### src/rtl/button_conditioner.sv
// ---------------------------------------------------------------------------
// button_conditioner
//
// Conditions a raw active-low pushbutton into clean, registered events:
// a two-flop synchronizer feeds a five-state debounce / auto-repeat FSM that
// shares one counter for press debounce, release debounce and repeat timing.
//
// Parameters
//   DEBOUNCE_CYCLES : consecutive stable synchronized samples to accept a
//                     press or a release (>= 2)
//   REPEAT_DELAY    : cycles from the initial press_pulse to the first
//                     auto-repeat pulse (>= 2)
//   REPEAT_PERIOD   : cycles between successive auto-repeat pulses (>= 2)
//   REPEAT_EN       : 0 disables auto-repeat
//
// Ports
//   clk           : system clock, rising edge
//   reset_sw      : asynchronous active-low reset
//   btn_n         : raw asynchronous pushbutton, low while pressed
//   pressed       : debounced level, high while the press is accepted
//   press_pulse   : one-cycle strobe per accepted press and per auto-repeat
//   release_pulse : one-cycle strobe per accepted release
// ---------------------------------------------------------------------------
module button_conditioner #(
    parameter int DEBOUNCE_CYCLES = 500000,
    parameter int REPEAT_DELAY    = 25000000,
    parameter int REPEAT_PERIOD   = 5000000,
    parameter int REPEAT_EN       = 1
) (
    input  logic clk,
    input  logic reset_sw,
    input  logic btn_n,
    output logic pressed,
    output logic press_pulse,
    output logic release_pulse
);

    localparam int MAX_AB  = (DEBOUNCE_CYCLES > REPEAT_DELAY) ? DEBOUNCE_CYCLES : REPEAT_DELAY;
    localparam int MAX_ALL = (MAX_AB > REPEAT_PERIOD) ? MAX_AB : REPEAT_PERIOD;
    localparam int CNT_W   = (MAX_ALL > 2) ? $clog2(MAX_ALL) : 1;

    // The edge that enters a debounce state already counts as the first
    // stable sample, so debounce terminates when the counter reaches N-2.
    localparam logic [CNT_W-1:0] DB_LAST = CNT_W'(DEBOUNCE_CYCLES - 2);
    localparam logic [CNT_W-1:0] RD_LAST = CNT_W'(REPEAT_DELAY - 1);
    localparam logic [CNT_W-1:0] RP_LAST = CNT_W'(REPEAT_PERIOD - 1);

    typedef enum logic [2:0] {
        IDLE,
        DB_PRESS,
        HELD,
        REPEAT,
        DB_RELEASE
    } state_t;

    state_t           state_reg, state_next;
    logic [CNT_W-1:0] cnt_reg, cnt_next;
    logic             sync1_reg, sync2_reg;
    logic             sync;
    logic             pressed_reg, pressed_next;
    logic             press_pulse_reg, press_pulse_next;
    logic             release_pulse_reg, release_pulse_next;

    // Synchronizer flops reset to the released level so a button already
    // held at reset exit is seen as a fresh press.
    always_ff @(posedge clk or negedge reset_sw) begin
        if (!reset_sw) begin
            sync1_reg <= 1'b1;
            sync2_reg <= 1'b1;
        end else begin
            sync1_reg <= btn_n;
            sync2_reg <= sync1_reg;
        end
    end

    assign sync = ~sync2_reg;

    always_ff @(posedge clk or negedge reset_sw) begin
        if (!reset_sw) begin
            state_reg         <= IDLE;
            cnt_reg           <= '0;
            pressed_reg       <= 1'b0;
            press_pulse_reg   <= 1'b0;
            release_pulse_reg <= 1'b0;
        end else begin
            state_reg         <= state_next;
            cnt_reg           <= cnt_next;
            pressed_reg       <= pressed_next;
            press_pulse_reg   <= press_pulse_next;
            release_pulse_reg <= release_pulse_next;
        end
    end

    // Counter only increments while below its terminal value and is cleared
    // on every transition, so it can never wrap.
    always_comb begin
        state_next         = state_reg;
        cnt_next           = cnt_reg;
        press_pulse_next   = 1'b0;
        release_pulse_next = 1'b0;
        case (state_reg)
            IDLE: begin
                if (sync) begin
                    state_next = DB_PRESS;
                    cnt_next   = '0;
                end
            end
            DB_PRESS: begin
                if (!sync) begin
                    state_next = IDLE;
                    cnt_next   = '0;
                end else if (cnt_reg == DB_LAST) begin
                    state_next       = HELD;
                    cnt_next         = '0;
                    press_pulse_next = 1'b1;
                end else begin
                    cnt_next = cnt_reg + CNT_W'(1);
                end
            end
            HELD: begin
                if (!sync) begin
                    state_next = DB_RELEASE;
                    cnt_next   = '0;
                end else if (REPEAT_EN != 0) begin
                    if (cnt_reg == RD_LAST) begin
                        state_next       = REPEAT;
                        cnt_next         = '0;
                        press_pulse_next = 1'b1;
                    end else begin
                        cnt_next = cnt_reg + CNT_W'(1);
                    end
                end
            end
            REPEAT: begin
                if (!sync) begin
                    state_next = DB_RELEASE;
                    cnt_next   = '0;
                end else if (cnt_reg == RP_LAST) begin
                    cnt_next         = '0;
                    press_pulse_next = 1'b1;
                end else begin
                    cnt_next = cnt_reg + CNT_W'(1);
                end
            end
            DB_RELEASE: begin
                // A bounce back to pressed resumes HELD with fresh repeat timing.
                if (sync) begin
                    state_next = HELD;
                    cnt_next   = '0;
                end else if (cnt_reg == DB_LAST) begin
                    state_next         = IDLE;
                    cnt_next           = '0;
                    release_pulse_next = 1'b1;
                end else begin
                    cnt_next = cnt_reg + CNT_W'(1);
                end
            end
            default: begin
                state_next = IDLE;
                cnt_next   = '0;
            end
        endcase
        pressed_next = (state_next == HELD) || (state_next == REPEAT) ||
                       (state_next == DB_RELEASE);
    end

    assign pressed       = pressed_reg;
    assign press_pulse   = press_pulse_reg;
    assign release_pulse = release_pulse_reg;

endmodule

### config.mk
export PLATFORM = sky130hd
export DESIGN_NAME = button_conditioner
export DESIGN_NICKNAME = d
export VERILOG_FILES = /design/src/rtl/button_conditioner.sv
export SDC_FILE = /design/constraint.sdc
export NUM_CORES = 1
export LEC_CHECK = 0
export ABC_CLOCK_PERIOD_IN_PS = 2800
export BUFFER_PORTS_ARGS = -buffer_cell sky130_fd_sc_hd__buf_2
export CORE_ASPECT_RATIO = 0.75
export CORE_MARGIN = 2
export CORE_UTILIZATION = 64
export CTS_BUF_LIST = sky130_fd_sc_hd__clkbuf_8
export DETAILED_ROUTE_END_ITERATION = 6
export MAX_ROUTING_LAYER = met4
export PLACE_DENSITY_LB_ADDON = 0.25
export SKIP_LAST_GASP = 1
export SYNTH_ARGS = -nofsm -noshare
export SYNTH_HDL_FRONTEND = slang
export SYNTH_SLANG_ARGS = --single-unit
### constraint.sdc
create_clock -name clk -period 2.8 [get_ports clk]
set_input_delay 0.28 -clock clk [delete_from_list [all_inputs] [get_ports clk]]
set_output_delay 0.28 -clock clk [all_outputs]
set_load 0.03 [all_outputs]
### After elaboration in Yosys (flattened, before gate mapping)

Cells that the tools add are included.

* bits in registers: 33
* bits of input ports: 3
* word-level logic and storage cells: 49

* add/subtract/negate cells: 1
* eq/ne operators: 11
* mux-type cells: 27
* reduce and logical (&&, ||, !) cells: 3

Operators by type and width (number)
* 25-bit two-way mux: 8
* 25-bit case mux with 5 select lines: 1
* 25-bit by 1-bit adder with 25-bit output, second input constant: 1
* 25-bit by 19-bit == test with 1-bit output, second input constant: 1
* 25-bit by 23-bit == test with 1-bit output, second input constant: 1
* 25-bit == test, second input constant: 1
* 3-bit two-way mux: 8
* 3-bit case mux with 5 select lines: 1
* 3-bit by 2-bit == test with 1-bit output, second input constant: 4
* 1-bit two-way mux: 8
* 3-bit == test, second input constant: 2
* 3-bit by 1-bit == test with 1-bit output, second input constant: 1
* 3-bit logical NOT: 1
* 1-bit case mux with 3 select lines: 1
* 1-bit logical OR: 2
* 2-bit inequality test, second input constant: 1

### Depth between registers and ports, before layout

Gate-level depths: netlist (run 1).

* depth in word-level cells: 7
* gate-level depth with buffers: 8
* depth with buffers taken out: 7

### Worst setup path after synthesis (run 1)

OpenSTA, ideal clock, no wires.

* path kind: register -> register
* start: register cnt_reg[0]
* end: register cnt_reg[5]
* setup time: 0.138 ns
* arrival: 2.026 ns
* required time: 2.662 ns
* slack: 0.636 ns
* cell stages (with the launch flop): 9
* clock period less this slack: 2.164 ns
* path through: dfrtp_1 > inv_1 > ha_1 > or3b_2 > nor3_1 > a31oi_1 > clkbuf_1 > o31ai_1 > o211ai_1

* word-level cells in the longest chain between the ends: 4

Ends and longest elaborated chain
* start: declaration: line 57 `logic [CNT_W-1:0] cnt_reg, cnt_next;`
* start signal: assignment: line 87 `cnt_reg <= cnt_next;`
* 25-bit by 1-bit adder with 25-bit output (tied with other cells)
* 25-bit two-way mux, on equally long branches (2 in series)
* 25-bit case mux with 5 select lines *: line 101 `case (state_reg)`

Every way passes the cells marked *; elsewhere a longest branch is shown, timed or not.
A chain may end at the register's enable or synchronous reset.

### Final worst setup path (run 1)

* start: register cnt_reg[0]
* end: register cnt_reg[17]

Same word-level chain as after synthesis.

==> metrics.md, run 1 <==
| Metric | Value |
|---|---|
| Status | `completed` |
| Largest net degree at the start of global routing | `34` |
| Clock Latency Late Sink | `a little under 0.3 ns` |
| Port buffer count | `5` |
| Kind of critical path | `flip-flop to flip-flop` |
| Die area | `about 3700 um2` |
| GP Congestion | `0.8895` |
| Hold Crit Class | `primary input to async pin` |
| Detail Placement HPWL | `around 3.7 mm` |
| DR iter-0 viols | `approximately 180` |
| Post-synth top area cell | `dfrtp_1` |
| Post-synth top area share | `0.3717` |
| Psw | `roughly 250 uW` |
| FF+latch count, synth | `33` |
| Avg Inst Size Synth | `around 9 um2` |
| Antenna violations before repair | `0` |
| Final worst slack | `0.4048 ns` |
| Die Height | `around 53 um` |
| Gates resized, CTS repair | `0` |
| Max Fclk | `417.5 MHz` |
| Max cap viols | `0` |
| Pins Over Slew Limit | `0` |
| Slew margin rel. | `0.4678` |
| Initial Util | `0.6910` |
| First drt pass iteration count | `6` |
| Core area | `between 3000 and 4000 um2` |
| Register area share after synthesis | `0.3969` |
| Vias in the first global route | `1862` |
| RSZ-0062 raised after global routing | `no` |
| VDD IR max | `0.3103 mV` |
| Final Cycle Share | `0.8554` |
| Grt total ovfl | `0` |
| CP max stage cell | `or3b_2` |
| Area Overhead vs Synth | `7.314%` |
| Htree depth | `2` |
| Antenna cells | `0` |
| Commonest non-fill, non-tap cells in the layout | `nand2_1, dfrtp_1, nand3_1, nor2_1, a21oi_1` |
| Sequential power share | `0.516` |
| Cells after DPL | `around 270` |
| Leak pwr | `between 0.0009 and 0.001 uW` |
| Post-Syn Nets | `approximately 240` |
| Final hold violations | `0` |
| CTS Hold Bufs | `0` |
| Ys flop type | `dfrtp_1` |
| Max incr delay on CP | `around 0.47 ns` |
| CTS tree | `yes` |
| Final std cells w/o fill | `280` |
| Synth Instances | `~240` |
| Total Routing Usage GR | `0.3138` |
| Int Pwr | `about 740 uW` |
| Maximum fanout along the worst path | `10` |
| Clock share of power | `0.405` |
| Drt wl/cell | `~19 um` |
| Ys async rst share | `1.000` |
| Clock transition at the registers of the reported paths | `about 0.070 ns` |
| Worst path cell trace | `inv_1 > ha_1 > or3b_2 > nor3_1 > a31oi_1 > buf_4 > o32ai_1 > nand2_1` |
| Ranking of synthesized cells by area | `dfrtp_1, nand2_1, nand3_1` |
| Drt drc | `0` |
| Core Rows | `17` |
| Clock root buffer | `clkbuf_8` |
| Via/cell ratio | `approximately 7.0` |
| Pwr/cell area | `between 400 and 500 nW/um2` |
| IO Count | `6` |
| Die W | `roughly 70 um` |
| Number of flops mapped to enable cells by yosys | `0` |
| Layout Utilization | `0.7415` |
| Worst setup SP type | `flip-flop` |
| Worst Path Required | `2.97 ns` |
| Crit path arrival time | `between 2 and 3 ns` |
| Combinational power share | `0.079` |
| Clock sink total | `33` |
| Sw frac | `0.2503` |
| # setup viols final | `0` |
| Post-route minimum period | `2.395 ns` |
| Pre-CTS setup slack | `0.4628 ns` |
| Pin slew with the least headroom to its limit | `between 0.7 and 0.8 ns` |
| Layout cells sized above 1 | `0.1240` |
| # Post-CTS Setup Buffers | `0` |
| Setup_tns | `0 ns` |
| First-pass GRT wire length | `slightly below 9 mm` |
| CTS Buf Count | `5` |
| Synthesis Warnings | `0` |
| Layout Skew | `0.005950 ns` |
| Final wirelength | `5.315 mm` |
| CP Capture Type | `flip-flop` |
| Clock buffer depth | `2` |
| Post-layout nets | `246` |
| Yosys cell types | `46` |
| Via count | `roughly 2000` |
| ANT nets after route | `0` |
| Max reg flops | `25` |
| Post-Syn Area | `approximately 2100 um2` |
[through the flow]
stage               cell area (um2)  power [uW]  hold slack [ns]
finish                         2240       988.4          0.04567
detailed placement             2138       594.5           0.3481
global route                   2240        1014          0.08138
global placement               2138       588.6           0.3454
floorplan                      2087       566.0         -0.01559
CTS                            2240       982.4          0.06842
[power by group through the flow]
stage / logic (uW) / clock network, uW / registers (uW)
after floorplan: 54.3 / 0 / 512
after global placement: 73.8 / 0 / 515
after detailed placement: 76.3 / 0 / 518
after CTS: 77.5 / 396 / 509
after global routing: 88.1 / 416 / 510
final: 78.1 / 400 / 510
[path summary, 6_finish.rpt]
path | from | endpoint | slack [ns] | cells after the start
min reg2reg | sync1_reg$_DFF_PN1_ | sync2_reg$_DFF_PN1_ | 0.35 | 0
max in group asynchronous | reset_sw | cnt_reg[11]$_DFFE_PN0P_ | 2.29 | 1
min | reset_sw | state_reg[0]$_DFF_PN0_ | 0.05 | 1
max reg2reg | cnt_reg[0]$_DFFE_PN0P_ | cnt_reg[17]$_DFFE_PN0P_ | 0.40 | 8
max | cnt_reg[0]$_DFFE_PN0P_ | cnt_reg[17]$_DFFE_PN0P_ | 0.40 | 8
min in group clk | btn_n | sync1_reg$_DFF_PN1_ | 0.08 | 1
[critical path: cells and delay by family, from the launching register on]
kind	cells	cell delay, ns
adders and majority gates	1	0.14
buffers and inverters	2	0.33
AOI/OAI and AO/OA	2	0.46
DFF	1	0.42
and+or+nand+nor	3	0.93
[cells in the mapped netlist, types with 3 or more instances]
cell type  count
o211ai_1       3
nor3_1         7
o32ai_1        8
nand2_1       31
dfrtp_1       31
buf_2          4
clkbuf_1       9
and3_1         7
a21oi_1       14
xor2_1         5
nor3_4         3
o21ai_0        5
nor4_1         7
a311oi_1       3
xnor2_1        5
nand3_1       15
nand4_1       11
and2_1         6
nand4b_1       3
and4_1         4
o21a_1         4
inv_1          7
nor2_1        15
[cell type report]
type	count	area [um2]
multi-input combinational	184	1174
inverter	7	26.28
sequential	33	828.3
fill	224	780.7
clock buffer	7	96.34
tap	38	47.55
timing repair buffer	10	62.56
clock inverter	1	5.005
[kinds of logic after synthesis]
logic type	after synthesis	share of synthesized area
DFF	33	0.3969
buffers and inverters	21	0.04377
AOI/OAI and AO/OA	46	0.1493
xor gates and xnor gates	10	0.04196
adders and majority gates	2	0.01199
muxes	1	0.004796
and+or+nand+nor	125	0.3513
[routing by layer]
| metal | track usage | share of wire | vias up | routed length, um |
|---|---|---|---|---|
| met3 | 0.05333 | 0.080 | 15 | 424 |
| li1 | - | - | 896 | - |
| met2 | 0.5190 | 0.46 | 114 | 2441 |
| met1 | 0.4053 | 0.44 | 928 | 2352 |
| met4 | 0.09295 | 0.018 | 0 | 97 |
| met5 | - | 0 | - | 0 |
(Power assumes the default switching activity.)
==> inputs of run 2 (changes only) <==
Settings changed: PLACE_DENSITY_LB_ADDON 0.25 to 0.05.
==> metrics.md, run 2 (synthesized netlist as in run 1, its figures left out) <==
| Metric | Value |
|---|---|
| Status | `completed (unchanged)` |
| Filler cells | `227 (was 224)` |
| Path depth of the worst reg2reg path | `8 (unchanged)` |
| Detail Placement HPWL | `3.465 mm (was 3.666 mm)` |
| Leak pwr | `0.0009296 uW (was 0.0009246 uW)` |
| Max reg flops | `25 (unchanged)` |
| Final hold violations | `0 (unchanged)` |
| Max Fclk | `421.5 MHz (was 417.5 MHz)` |
| Via/cell ratio | `6.790 (was 6.975)` |
| # Post-CTS Setup Buffers | `0 (unchanged)` |
| Antenna cells | `0 (unchanged)` |
| Clock Latency Late Sink | `0.28 ns (was 0.29 ns)` |
| Die W | `69.94 um (unchanged)` |
| Pin slew with the least headroom to its limit | `0.7554 ns (was 0.7962 ns)` |
| Post-route minimum period | `2.373 ns (was 2.395 ns)` |
| RSZ-0062 raised after global routing | `no (unchanged)` |
| CTS tree | `yes (unchanged)` |
| Core Rows | `17 (unchanged)` |
| Clock root buffer | `clkbuf_8 (unchanged)` |
| Fin Hold WS | `0.05379 ns (was 0.04567 ns)` |
| Drt wl/cell | `17.68 um (was 18.98 um)` |
| First drt pass iteration count | `5 (was 6)` |
| Htree depth | `2 (unchanged)` |
| Post-layout nets | `247 (was 246)` |
| Setup_tns | `0 ns (unchanged)` |
| RR Startpoint | `cnt_reg[0]$_DFFE_PN0P_ (unchanged)` |
| Initial Util | `0.6910 (unchanged)` |
| Maximum fanout along the worst path | `10 (unchanged)` |
| Area Overhead vs Synth | `7.134% (was 7.314%)` |
| Die Height | `53.46 um (unchanged)` |
| CTS Hold Bufs | `0 (unchanged)` |
| Clock transition at the registers of the reported paths | `0.07 ns (about the same)` |
| Final Cycle Share | `0.8473 (was 0.8554)` |
| Pwr/cell area | `422.8 nW/um2 (was 441.3 nW/um2)` |
| Slew margin rel. | `0.4951 (was 0.4678)` |
| Port buffer count | `5 (unchanged)` |
| ANT nets after route | `0 (unchanged)` |
| Gates resized, CTS repair | `0 (unchanged)` |
| Antenna violations before repair | `0 (unchanged)` |
| GP Congestion | `0.9102 (was 0.8895)` |
| Layout Skew | `0.007651 ns (was 0.005950 ns)` |
| Core area | `3020 um2 (unchanged)` |
| First-pass GRT wire length | `8.562 mm (was 8.749 mm)` |
| Crit path arrival time | `2.53 ns (was 2.56 ns)` |
| IO Count | `6 (unchanged)` |
| Grt total ovfl | `0 (unchanged)` |
| Vias in the first global route | `1787 (was 1862)` |
| Cells after DPL | `273 (was 272)` |
| Die area | `3739 um2 (unchanged)` |
| CTS Buf Count | `5 (unchanged)` |
| VDD IR max | `0.2818 mV (was 0.3103 mV)` |
| Kind of critical path | `flip-flop to flip-flop (unchanged)` |
| Final wirelength | `4.967 mm (was 5.315 mm)` |
| Worst Path Required | `2.96 ns (was 2.97 ns)` |
| Commonest non-fill, non-tap cells in the layout | `nand2_1, dfrtp_1, nand3_1, nor2_1, a21oi_1 (unchanged)` |
| # setup viols final | `0 (unchanged)` |
| Final non-filler cell area | `2236 um2 (was 2240 um2)` |
| Clock buffer depth | `2 (unchanged)` |
| Reg-to-reg slack, setup | `0.43 ns (was 0.40 ns)` |
| Final std cells w/o fill | `281 (was 280)` |
| DR iter-0 viols | `268 (was 184)` |
| Max cap viols | `0 (unchanged)` |
| FF-to-FF End | `cnt_reg[13]$_DFFE_PN0P_ (was cnt_reg[17]$_DFFE_PN0P_)` |
| Via count | `1908 (was 1953)` |
| Largest net degree at the start of global routing | `34 (unchanged)` |
| Pins Over Slew Limit | `0 (unchanged)` |
| Clock sink total | `33 (unchanged)` |
| Worst setup SP type | `flip-flop (unchanged)` |
| Hold Crit Class | `primary input to async pin (unchanged)` |
| Placed cell area | `2146 um2 (was 2138 um2)` |
| Drt drc | `0 (unchanged)` |
| Total Routing Usage GR | `0.3075 (was 0.3138)` |
| CP Capture Type | `flip-flop (unchanged)` |
| Layout cells sized above 1 | `0.1193 (was 0.1240)` |
| Total power | `945.4 uW (was 988.4 uW)` |
[run 2: cell count changes in the layout (fill, tap and decap cells not counted), sizes merged]
cell	delta
clkinv	-1
buf	+1
inv	+2
clkbuf	-1
[run 2: how the worst max path moves through the flow]
stage / startpoint / endpoint / slack, ns
floorplan: cnt_reg[0]$_DFFE_PN0P_ / cnt_reg[5]$_DFFE_PN0P_ / 0.64
global placement: cnt_reg[0]$_DFFE_PN0P_ / cnt_reg[7]$_DFFE_PN0P_ / 0.56
detailed placement: cnt_reg[1]$_DFFE_PN0P_ / cnt_reg[13]$_DFFE_PN0P_ / 0.44
CTS: cnt_reg[1]$_DFFE_PN0P_ / cnt_reg[13]$_DFFE_PN0P_ / 0.44
global route: cnt_reg[0]$_DFFE_PN0P_ / cnt_reg[13]$_DFFE_PN0P_ / 0.30
finish: cnt_reg[0]$_DFFE_PN0P_ / cnt_reg[13]$_DFFE_PN0P_ / 0.43
[run 2: where the power goes]
| part | leakage [uW] | switching, uW | internal, uW |
|---|---|---|---|
| Combinational | 0.000426 | 50.3 | 27.6 |
| Clock | 0.0000538 | 165 | 193 |
| Sequential | 0.000450 | 17.9 | 492 |
[run 2: per-layer routing]
metal,vias up,part of all wire,GRT usage
met5,-,0,-
met4,0,0.013,0.1026
met3,8,0.090,0.06095
met2,105,0.43,0.4635
met1,901,0.46,0.4207
li1,894,-,-
[run 2: area by class of cell]
class / instances / area, um2 / share of cell area
Multi-Input combinational cell: 184 / 1174 / 0.5249
Inverter: 7 / 26.28 / 0.01175
Clock buffer: 6 / 82.58 / 0.03693
Sequential cell: 33 / 828.3 / 0.3705
Timing Repair Buffer: 11 / 70.07 / 0.03134
Clock inverter: 2 / 7.507 / 0.003358
Tap cell: 38 / 47.55 / 0.02126
[run 2: stage by stage]
| stage | utilization | setup WS [ns] |
|---|---|---|
| 3_5_place_dp | 0.7104 | 0.4397 |
| 3_3_place_gp | 0.7104 | 0.5595 |
| 6_report | 0.7403 | 0.4275 |
| 4_1_cts | 0.7403 | 0.4356 |
| 2_1_floorplan | - | 0.6358 |
| 5_1_grt | 0.7403 | 0.2957 |
[run 2: critical path, cell delays in order (launching register included)]
cell	delay, ns
dfrtp_1	0.41
inv_1	0.11
ha_1	0.14
or3b_2	0.47
nor3_1	0.33
a31oi_1	0.20
buf_4	0.22
o32ai_1	0.29
nand2_1	0.08
